**src/rtl/nf2_dma_defs.sv**
```systemverilog
// Shared definitions for the NF2 DMA bus: opcodes, initiator FSM encoding, length field position.
// No logic of its own; imported by the initiator and its watchdog.
// Not applicable: no flow control lives here.
package nf2_dma_defs;

    localparam logic [1:0] OP_IDLE = 2'b00;
    localparam logic [1:0] OP_TX   = 2'b01;
    localparam logic [1:0] OP_RX   = 2'b10;

    localparam logic [2:0] ST_IDLE    = 3'd0;
    localparam logic [2:0] ST_REQ     = 3'd1;
    localparam logic [2:0] ST_TX_LEN  = 3'd2;
    localparam logic [2:0] ST_TX_DATA = 3'd3;
    localparam logic [2:0] ST_RX_LEN  = 3'd4;
    localparam logic [2:0] ST_RX_DATA = 3'd5;
    localparam logic [2:0] ST_FIN     = 3'd6;

    localparam int LEN_FIELD_MSB = 10;

endpackage

```
**src/rtl/cpci_dma_watchdog.sv**
```systemverilog
// Progress watchdog: counts enabled cycles without progress, flags saturation at all-ones.
// sat is combinational from the count; the count restarts the cycle after sat or clr.
// No back-pressure; disabled cycles hold the count at zero.
module cpci_dma_watchdog #(
    parameter int TIMEOUT_W = 16
) (
    input  logic clk,
    input  logic reset_n,
    input  logic en,
    input  logic clr,
    output logic sat
);

    logic [TIMEOUT_W-1:0] cnt;

    assign sat = en && (&cnt);

    always_ff @(posedge clk or negedge reset_n) begin
        if (!reset_n) begin
            cnt <= '0;
        end else if (!en || clr || sat) begin
            cnt <= '0;
        end else begin
            cnt <= cnt + 1'b1;
        end
    end

endmodule

```
**src/rtl/cpci_dma_initiator.sv**
```systemverilog
// CPCI-side NF2 DMA initiator: one host TX push (c2n) or RX pull (n2c) command at a time.
// Request pins registered one cycle after accept; data words pass through combinationally.
// TX words stall on dma_dest_q_nearly_full_n2c / tx_valid; RX back-pressure is registered rx_nearly_full.
module cpci_dma_initiator
    import nf2_dma_defs::*;
#(
    parameter int DMA_DATA_WIDTH    = 32,
    parameter int NUM_CPU_QUEUES    = 4,
    parameter int PKT_LEN_CNT_WIDTH = 11,
    parameter int TIMEOUT_W         = 16
) (
    input  logic                         clk,
    input  logic                         reset_n,
    input  logic                         cmd_valid,
    output logic                         cmd_ready,
    input  logic                         cmd_dir,
    input  logic [3:0]                   cmd_queue,
    input  logic [PKT_LEN_CNT_WIDTH-1:0] cmd_len,
    input  logic [DMA_DATA_WIDTH-1:0]    tx_data,
    input  logic                         tx_valid,
    output logic                         tx_rd,
    output logic [DMA_DATA_WIDTH-1:0]    rx_data,
    output logic                         rx_wr,
    input  logic                         rx_nearly_full,
    output logic                         done,
    output logic                         err,
    output logic [PKT_LEN_CNT_WIDTH-1:0] rx_len,
    output logic [1:0]                   dma_op_code_req,
    output logic [3:0]                   dma_op_queue_id,
    input  logic [1:0]                   dma_op_code_ack,
    output logic                         dma_vld_c2n,
    output logic [DMA_DATA_WIDTH-1:0]    dma_data_c2n,
    input  logic                         dma_dest_q_nearly_full_n2c,
    input  logic                         dma_vld_n2c,
    input  logic [DMA_DATA_WIDTH-1:0]    dma_data_n2c,
    output logic                         dma_dest_q_nearly_full_c2n,
    output logic                         dma_data_oe
);

    localparam int WL_W = PKT_LEN_CNT_WIDTH - 1;

    // Word count for a byte length, widened by one bit so 2047 + 3 does not wrap.
    function automatic logic [WL_W-1:0] len_words(input logic [PKT_LEN_CNT_WIDTH-1:0] len);
        logic [PKT_LEN_CNT_WIDTH:0] sum;
        sum = {1'b0, len} + (PKT_LEN_CNT_WIDTH+1)'(3);
        return sum[PKT_LEN_CNT_WIDTH:2];
    endfunction

    logic [2:0]                   state;
    logic [1:0]                   op_q;
    logic [1:0]                   req_q;
    logic [3:0]                   qid_q;
    logic [PKT_LEN_CNT_WIDTH-1:0] len_q;
    logic [PKT_LEN_CNT_WIDTH-1:0] rx_len_q;
    logic [WL_W-1:0]              words_left;
    logic                         err_lat;
    logic                         done_q;
    logic                         err_q;
    logic                         nf_c2n_q;

    logic cmd_bad;
    logic tx_len_go;
    logic tx_go;
    logic rx_go;
    logic ack_ok;
    logic wd_en;
    logic wd_clr;
    logic wd_sat;
    logic [PKT_LEN_CNT_WIDTH-1:0] rx_len_field;

    assign cmd_bad   = (32'(cmd_queue) >= NUM_CPU_QUEUES) || (!cmd_dir && (cmd_len == '0));
    assign tx_len_go = (state == ST_TX_LEN) && !dma_dest_q_nearly_full_n2c;
    assign tx_go     = (state == ST_TX_DATA) && tx_valid && !dma_dest_q_nearly_full_n2c;
    assign rx_go     = ((state == ST_RX_LEN) || (state == ST_RX_DATA)) && dma_vld_n2c;
    assign ack_ok    = ((state == ST_REQ) && (dma_op_code_ack == op_q)) ||
                       ((state == ST_FIN) && (dma_op_code_ack == OP_IDLE));
    assign wd_en     = (state == ST_REQ) || (state == ST_TX_DATA) || (state == ST_RX_LEN) ||
                       (state == ST_RX_DATA) || (state == ST_FIN);
    assign wd_clr    = ack_ok || tx_go || rx_go;
    assign rx_len_field = dma_data_n2c[PKT_LEN_CNT_WIDTH-1:0];

    // Gated by reset so every output reads 0 while reset_n is held low.
    assign cmd_ready  = reset_n && (state == ST_IDLE);
    assign tx_rd      = tx_go;
    assign dma_vld_c2n  = tx_go || tx_len_go;
    assign dma_data_c2n = tx_go     ? tx_data :
                          tx_len_go ? DMA_DATA_WIDTH'(len_q) : '0;
    assign dma_data_oe  = (state == ST_TX_LEN) || (state == ST_TX_DATA);
    assign rx_wr      = rx_go;
    assign rx_data    = rx_go ? dma_data_n2c : '0;
    assign done       = done_q;
    assign err        = err_q;
    assign rx_len     = rx_len_q;
    assign dma_op_code_req = req_q;
    assign dma_op_queue_id = qid_q;
    assign dma_dest_q_nearly_full_c2n = nf_c2n_q;

    cpci_dma_watchdog #(
        .TIMEOUT_W (TIMEOUT_W)
    ) u_watchdog (
        .clk     (clk),
        .reset_n (reset_n),
        .en      (wd_en),
        .clr     (wd_clr),
        .sat     (wd_sat)
    );

    always_ff @(posedge clk or negedge reset_n) begin
        if (!reset_n) begin
            state      <= ST_IDLE;
            op_q       <= OP_IDLE;
            req_q      <= OP_IDLE;
            qid_q      <= '0;
            len_q      <= '0;
            rx_len_q   <= '0;
            words_left <= '0;
            err_lat    <= 1'b0;
            done_q     <= 1'b0;
            err_q      <= 1'b0;
            nf_c2n_q   <= 1'b0;
        end else begin
            done_q   <= 1'b0;
            err_q    <= 1'b0;
            nf_c2n_q <= rx_nearly_full;
            case (state)
                ST_IDLE: begin
                    if (cmd_valid) begin
                        if (cmd_bad) begin
                            done_q <= 1'b1;
                            err_q  <= 1'b1;
                        end else begin
                            op_q    <= cmd_dir ? OP_RX : OP_TX;
                            req_q   <= cmd_dir ? OP_RX : OP_TX;
                            qid_q   <= cmd_queue;
                            len_q   <= cmd_len;
                            err_lat <= 1'b0;
                            state   <= ST_REQ;
                        end
                    end
                end
                ST_REQ: begin
                    if (dma_op_code_ack == op_q) begin
                        state <= (op_q == OP_TX) ? ST_TX_LEN : ST_RX_LEN;
                    end else if (wd_sat) begin
                        req_q   <= OP_IDLE;
                        err_lat <= 1'b1;
                        state   <= ST_FIN;
                    end
                end
                ST_TX_LEN: begin
                    if (tx_len_go) begin
                        words_left <= len_words(len_q);
                        state      <= ST_TX_DATA;
                    end
                end
                ST_TX_DATA, ST_RX_DATA: begin
                    if (tx_go || rx_go) begin
                        words_left <= words_left - 1'b1;
                        if (words_left == WL_W'(1)) begin
                            req_q <= OP_IDLE;
                            state <= ST_FIN;
                        end
                    end else if (wd_sat) begin
                        req_q   <= OP_IDLE;
                        err_lat <= 1'b1;
                        state   <= ST_FIN;
                    end
                end
                ST_RX_LEN: begin
                    if (rx_go) begin
                        rx_len_q   <= rx_len_field;
                        words_left <= len_words(rx_len_field);
                        if (rx_len_field == '0) begin
                            req_q   <= OP_IDLE;
                            err_lat <= 1'b1;
                            state   <= ST_FIN;
                        end else begin
                            state <= ST_RX_DATA;
                        end
                    end else if (wd_sat) begin
                        req_q   <= OP_IDLE;
                        err_lat <= 1'b1;
                        state   <= ST_FIN;
                    end
                end
                ST_FIN: begin
                    // A responder that never releases its ack still gets the command retired.
                    if (ack_ok || wd_sat) begin
                        done_q <= 1'b1;
                        err_q  <= err_lat || !ack_ok;
                        qid_q  <= '0;
                        op_q   <= OP_IDLE;
                        state  <= ST_IDLE;
                    end
                end
                default: state <= ST_IDLE;
            endcase
        end
    end

endmodule

```
**config.mk**
```make
export PLATFORM = sky130hd
export DESIGN_NAME = cpci_dma_initiator
export DESIGN_NICKNAME = d
export VERILOG_FILES = /design/src/rtl/nf2_dma_defs.sv /design/src/rtl/cpci_dma_watchdog.sv /design/src/rtl/cpci_dma_initiator.sv
export SDC_FILE = /design/constraint.sdc
export NUM_CORES = 1
export LEC_CHECK = 0
export BUFFER_PORTS_ARGS = -buffer_cell sky130_fd_sc_hd__buf_2
export CORE_UTILIZATION = 52
export CTS_CLUSTER_SIZE = 30
export DETAILED_ROUTE_END_ITERATION = 16
export HOLD_SLACK_MARGIN = 0.08
export PLACE_DENSITY = 0.84
export SLEW_MARGIN = 20
export SYNTH_ARGS = -nofsm -noshare
export SYNTH_HDL_FRONTEND = slang
export SYNTH_HIERARCHICAL = 1
export SYNTH_SLANG_ARGS = --single-unit
```
**constraint.sdc**
```tcl
create_clock -name clk -period 6.3 [get_ports clk]
set_input_delay 0.315 -clock clk [delete_from_list [all_inputs] [get_ports clk]]
set_output_delay 0.315 -clock clk [all_outputs]
set_load 0.01 [all_outputs]
```
# Yosys cells after proc, flatten, opt, wreduce, memory -nomap -nowiden
# Index checks and enable logic that the tools add are counted.
[totals]
ff_bits = 63
out_inout_bits = 89
[classes]
addsub = 4
magnitude_cmp = 1
eq_ne = 19
muxes = 50
bitwise = 1
reduce_logical = 45
[op_table]
columns = ["cell", "count"]
rows = [
  ["$mux 32", 2],
  ["$mux 10", 3],
  ["$mux 3", 10],
  ["$pmux 10 s3", 1],
  ["$add 11x2->12 const B", 2],
  ["$logic_not 11->1", 2],
  ["$mux 2", 11],
  ["$pmux 3 s6", 1],
  ["$add 16x1->16 const B", 1],
  ["$logic_or 1x1->1", 16],
  ["$mux 16", 1],
  ["$reduce_and 16->1", 1],
  ["$ne 2x2->1 const B", 7],
  ["$mux 4", 3],
  ["$reduce_and 6->1", 2],
  ["$mux 1", 11],
  ["$mux 11", 1],
  ["$eq 10x1->1 const B", 1],
  ["$sub 10x1->10 const B", 1],
  ["$eq 3x3->1 const B", 3],
  ["$logic_and 1x1->1", 9],
  ["$pmux 2 s4", 1],
  ["$pmux 4 s2", 1],
  ["$reduce_and 4->1", 2],
  ["22 further kinds", 27],
]

# Logic depth before layout (Yosys ltp)
[depth]
depth_word = 9
depth_mapped = 11

# By module
# Netlist, hierarchy kept.
[by_module_without_submodules]
columns = ["mod", "n_inst", "cells_each", "area_each_um2", "seq_area_each_um2"]
rows = [
  ["cpci_dma_initiator", 1, 368, 3353.2, 1176.1],
  ["cpci_dma_watchdog", 1, 80, 804.5, 400.4],
]

# Least setup slack after synthesis
# No wires, ideal clock.
[synth_path]
path_kind = "register to register"
from = "register state[0]"
to = "register state[0]"
setup_ns = 0.064
arrival_time_ns = 2.211
t_required_ns = 6.236
path_slack_ns = 4.024
path_stages_with_launch = 10
n_path_buf = 4
period_less_slack_ns = 2.276
path_cell_list = "dfrtp_1 > buf_6 > clkbuf_1 > clkbuf_1 > a21oi_1 > and4_1 > clkbuf_1 > or4_1 > a31oi_1 > or2_1"
[synth_between]
elab_chain_cells = 9
word_cells_on_any_way = 34
classes_between = "eq/ne (11); mux (5); reduce/logical (18)"
[synth_rtl]
columns = ["element", "line_no", "text"]
rows = [
  ["start, declared", "cpci_dma_initiator.sv:49", "logic [2:0] state;"],
  ["start signal, assigned", "cpci_dma_initiator.sv:143", "state <= (op_q == OP_TX) ? ST_TX_LEN : ST_RX_LEN;"],
  ["$eq 3x1->1 / $eq 3x2->1 (equally long branches)", "cpci_dma_initiator.sv:77", "assign wd_en = (state == ST_REQ) || (state == ST_TX_DATA) || (state == ST_RX_LEN) ||"],
  ["$logic_or 1x1->1 (3 in a row)", "cpci_dma_initiator.sv:77", ""],
  ["$logic_or 1x1->1 *", "cpci_dma_initiator.sv:78", "(state == ST_RX_DATA) || (state == ST_FIN);"],
  ["via wd_en", "cpci_dma_initiator.sv:66", "logic wd_en;"],
  ["$logic_and 1x1->1 *", "cpci_dma_watchdog.sv:16", "assign sat = en && (&cnt);"],
  ["via wd_sat", "cpci_dma_initiator.sv:68", "logic wd_sat;"],
  ["$mux 3 / $logic_or 1x1->1 (equally long branches)", "--", ""],
  ["$mux 3, or another cell as far along", "cpci_dma_initiator.sv:170", "if (rx_go) begin"],
  ["$pmux 3 s6 / $reduce_and 5->1 (equally long branches)", "--", ""],
]
# The timed path passes the listed nets; every way through them passes the cells marked *.
# A chain may end at the register's enable or synchronous reset.

# Final worst setup path
[layout_path]
from = "register state[1]"
to = "output dma_data_c2n[4]"
[layout_between]
elab_chain_cells = 4
word_cells_on_any_way = 7
classes_between = "eq/ne (2); mux (2); reduce/logical (3)"
[layout_rtl]
columns = ["element", "line_no", "text"]
rows = [
  ["$eq 3x2->1, on equally long branches", "cpci_dma_initiator.sv:72, cpci_dma_initiator.sv:73", ""],
  ["$logic_and 1x1->1, on equally long branches", "cpci_dma_initiator.sv:72, cpci_dma_initiator.sv:73", ""],
  ["$mux 11 / $logic_and 1x1->1 (equally long branches)", "cpci_dma_initiator.sv:87, cpci_dma_initiator.sv:73", ""],
  ["$mux 32 *", "cpci_dma_initiator.sv:86", "assign dma_data_c2n = tx_go ? tx_data :"],
  ["end, declared", "cpci_dma_initiator.sv:32", "output logic [DMA_DATA_WIDTH-1:0] dma_data_c2n,"],
]
# Every way passes the cells marked *; elsewhere a longest branch is shown, timed or not.

==> impl_results.md <==
* Synthesized Nets at 540
* Worst min path class: input port to register
* Avg Cell Area, Syn at 9.28 um^2
* Crit path arrival time at 2.70 ns
* Insertion delay to the later sink of the worst-skew pair at 0.34 ns
* Worst vdd ir at 0.000213 V
* Area occupied by multi-input gates at 0.00238 mm^2
* DIE HEIGHT at 91.4 um
* Fill cells at 641
* PwrDens at 342 mW/mm^2
* Yosys reg bits at 63
* GRT Util Overall at 26.3%
* Top cell type's share of synthesized area at 37.9%
* Post-Layout Cell Count at 718
* Number of port buffers at 177
* H-tree levels at 3
* Fraction of layout instances using a drive strength above 1 at 34.7%
* Worst hold slack at 0.208 ns
* First-pass DRT Iterations at 4
* Final period util at 47.9%
* Largest net degree at the start of global routing at 64
* Clock Tree Root: clkbuf_8
* Final WL at 10900 um
* Final setup TNS at 0 ns
* Final setup viols at 0
* Vias per cell at 5.64
* YS warnings at 6
* Register area share after synthesis at 37.9%
* Post-Syn Area at 0.00416 mm^2
* Achievable Freq at 331 MHz
* Post-synth EDFFs at 0
* Antenna Cells at 0
* Dominant cell type by area after synthesis: dfrtp_1
* DP HPWL at 8400 um
* Placed instance count at 702
* GPL Wtd Cong at 0.875
* Max Transition Viols Final at 0
* Clock Sinks at 63
* GRT Residual Overflow at 0
* First-pass GRT wire length at 17600 um
* Critical Path RT at 5.98 ns
* Clock Tree Buf Depth at 2
* # IOs at 178
* Worst relative slew slack at 36.7%
* Final Critical Period at 3.02 ns
* Placeable Area at 0.00773 mm^2
* Clock Skew at 0.00812 ns
* Worst slack at placement at 3.36 ns
* Distinct cells, synth at 76
* Worst Setup Start Kind: register
* Most common flop cell mapped by yosys: dfrtp_1
* Area Overhead vs Synth at 25.9%
* P_leak at 0.00273 uW
* Max Cap Violations at 0
* Routed vias at 4051
* Worst setup path class: register to output port
* Nets at 704
* Die Width at 91.4 um
* Final worst setup slack at 3.28 ns
* Synth area leaders: dfrtp_1 (38%), mux2_1 (6.0%), and2_1 (5.1%), xnor2_1 (3.8%), and3_1 (3.6%)
* Outcome: finished, final reports clean
* Die area at 0.00836 mm^2
* Vias in the first global route at 3815
* Register clock-pin slew on the reported worst setup and hold paths at 0.07 ns
* CTS Buf Count at 9
* RSZ-0062 raised after global routing: false
* Standard-cell row count at 32
* Post-CTS Setup Inserts at 0
* Overall Power at 1790 uW
* CTS tree: yes
* Synth top cells by count: dfrtp_1 (63), and2_1 (34), nor2_1 (34)
* CP max FO at 21
* WL/cell at 15.2 um
* Initial Util at 53.8%
* Final Hold Vio Count at 0
* Antenna violations before repair at 0
* Worst setup EP type: output port
* Ys async rst share at 100%
* First DRT Iteration DRCs at 286
* Antenna viol nets, final at 0
* Drt drc at 0
* Worst slew pin tran at 0.945 ns
* Mapped Cells at 448
* Reg area at 0.00158 mm^2
* Count leader, synth: dfrtp_1
==> what timing repair did <==
action | CTS | global route
hold endpoints to repair | 1 | 0
resized for setup | 0 | 0
hold buffers | 1 | 0
==> flip-flops by register name, indices dropped and copies added, names as in the netlist, 2 cells and up <==
| signal | flops |
|---|---|
| words_left | 10 |
| len_q | 11 |
| dma_op_code_req | 2 |
| op_q | 2 |
| state | 3 |
| u_watchdog/cnt | 16 |
| dma_op_queue_id | 4 |
| rx_len | 11 |
==> placed cells by master (no fill, tap or decap), types with 3 or more instances in the layout <==
cell type and count:
a211oi_1 4, a21o_1 4, a21oi_1 11, a22o_1 10
a31oi_1 4, and2_1 34, and3_1 24, buf_2 177
clkbuf_8 11, dfrtp_1 62, ha_1 3, inv_1 14
mux2_1 22, mux2i_1 7, nand2_1 23, nand2b_1 4
nand3_1 12, nand4_1 5, nor2_1 34, nor3_1 15
nor3b_1 5, nor4_1 12, o21a_1 5, o21ai_0 7
o21ai_1 12, o22ai_1 5, or3_1 5, or3b_1 3
xnor2_1 18, xor2_1 7
==> layout make-up <==
cell class	count	area share [%]
Clock buffer	12	2.96
Clock inverter	3	0.813
Inverter	14	1.00
Multi-Input combinational cell	345	45.4
Sequential cell	63	30.1
Tap cell	102	2.44
Timing Repair Buffer	179	17.3
==> worst paths after layout <==
path | startpoint | endpoint | depth (start not counted) | slack, ns
max in group asynchronous | reset_n | state[0] | 2 | 5.52
min in group asynchronous | reset_n | rx_len[7] | 2 | 0.23
worst max register to register | state[1] | u_watchdog/cnt[4] | 6 | 3.62
worst max-delay path | state[1] | dma_data_c2n[4] | 4 | 3.28
worst min register to register | rx_len[5] | rx_len[5] | 1 | 0.49
worst min-delay path | cmd_queue[0] | dma_op_queue_id[0] | 3 | 0.21
==> per-stage QoR <==
stage          util, %  instance area [um^2]
2_1_floorplan        -                  4160
3_3_place_gp      65.0                  5020
3_5_place_dp      65.0                  5020
4_1_cts           67.7                  5230
5_1_grt           67.7                  5240
6_report          67.7                  5240
==> critical path, cell delays in order (launching register included) <==
cell and delay (ns):
dfrtp_1 0.75, or3b_1 0.49, nor3_2 0.74, a22o_1 0.27, buf_2 0.13
==> power by group <==
group          total (uW)  switching [uW]  internal (uW)
logic                 745             417            328
registers             693             168            525
clock network         352             150            202
==> cells by family (layout without fill, tap and decap cells) <==
| kind of cell | Yosys count | in the layout | synth area share [%] |
|---|---|---|---|
| AO/OA/AOI/OAI | 83 | 83 | 14.0 |
| XOR/XNOR | 25 | 25 | 5.27 |
| adder cells (fa/ha/maj) | 3 | 3 | 0.903 |
| buffers and inverters | 40 | 208 | 4.97 |
| flip-flops | 63 | 63 | 37.9 |
| multiplexers | 29 | 29 | 7.64 |
| AND/OR/NAND/NOR | 205 | 205 | 29.3 |
==> routing by layer <==
| metal | track usage, % | wire [um] |
|---|---|---|
| met4 | 9.79 | 184 |
| met5 | 0 | 0 |
| met1 | 34.4 | 4600 |
| met3 | 4.77 | 802 |
| met2 | 43.5 | 5320 |
No activity file was read; power rests on OpenSTA's default activity.
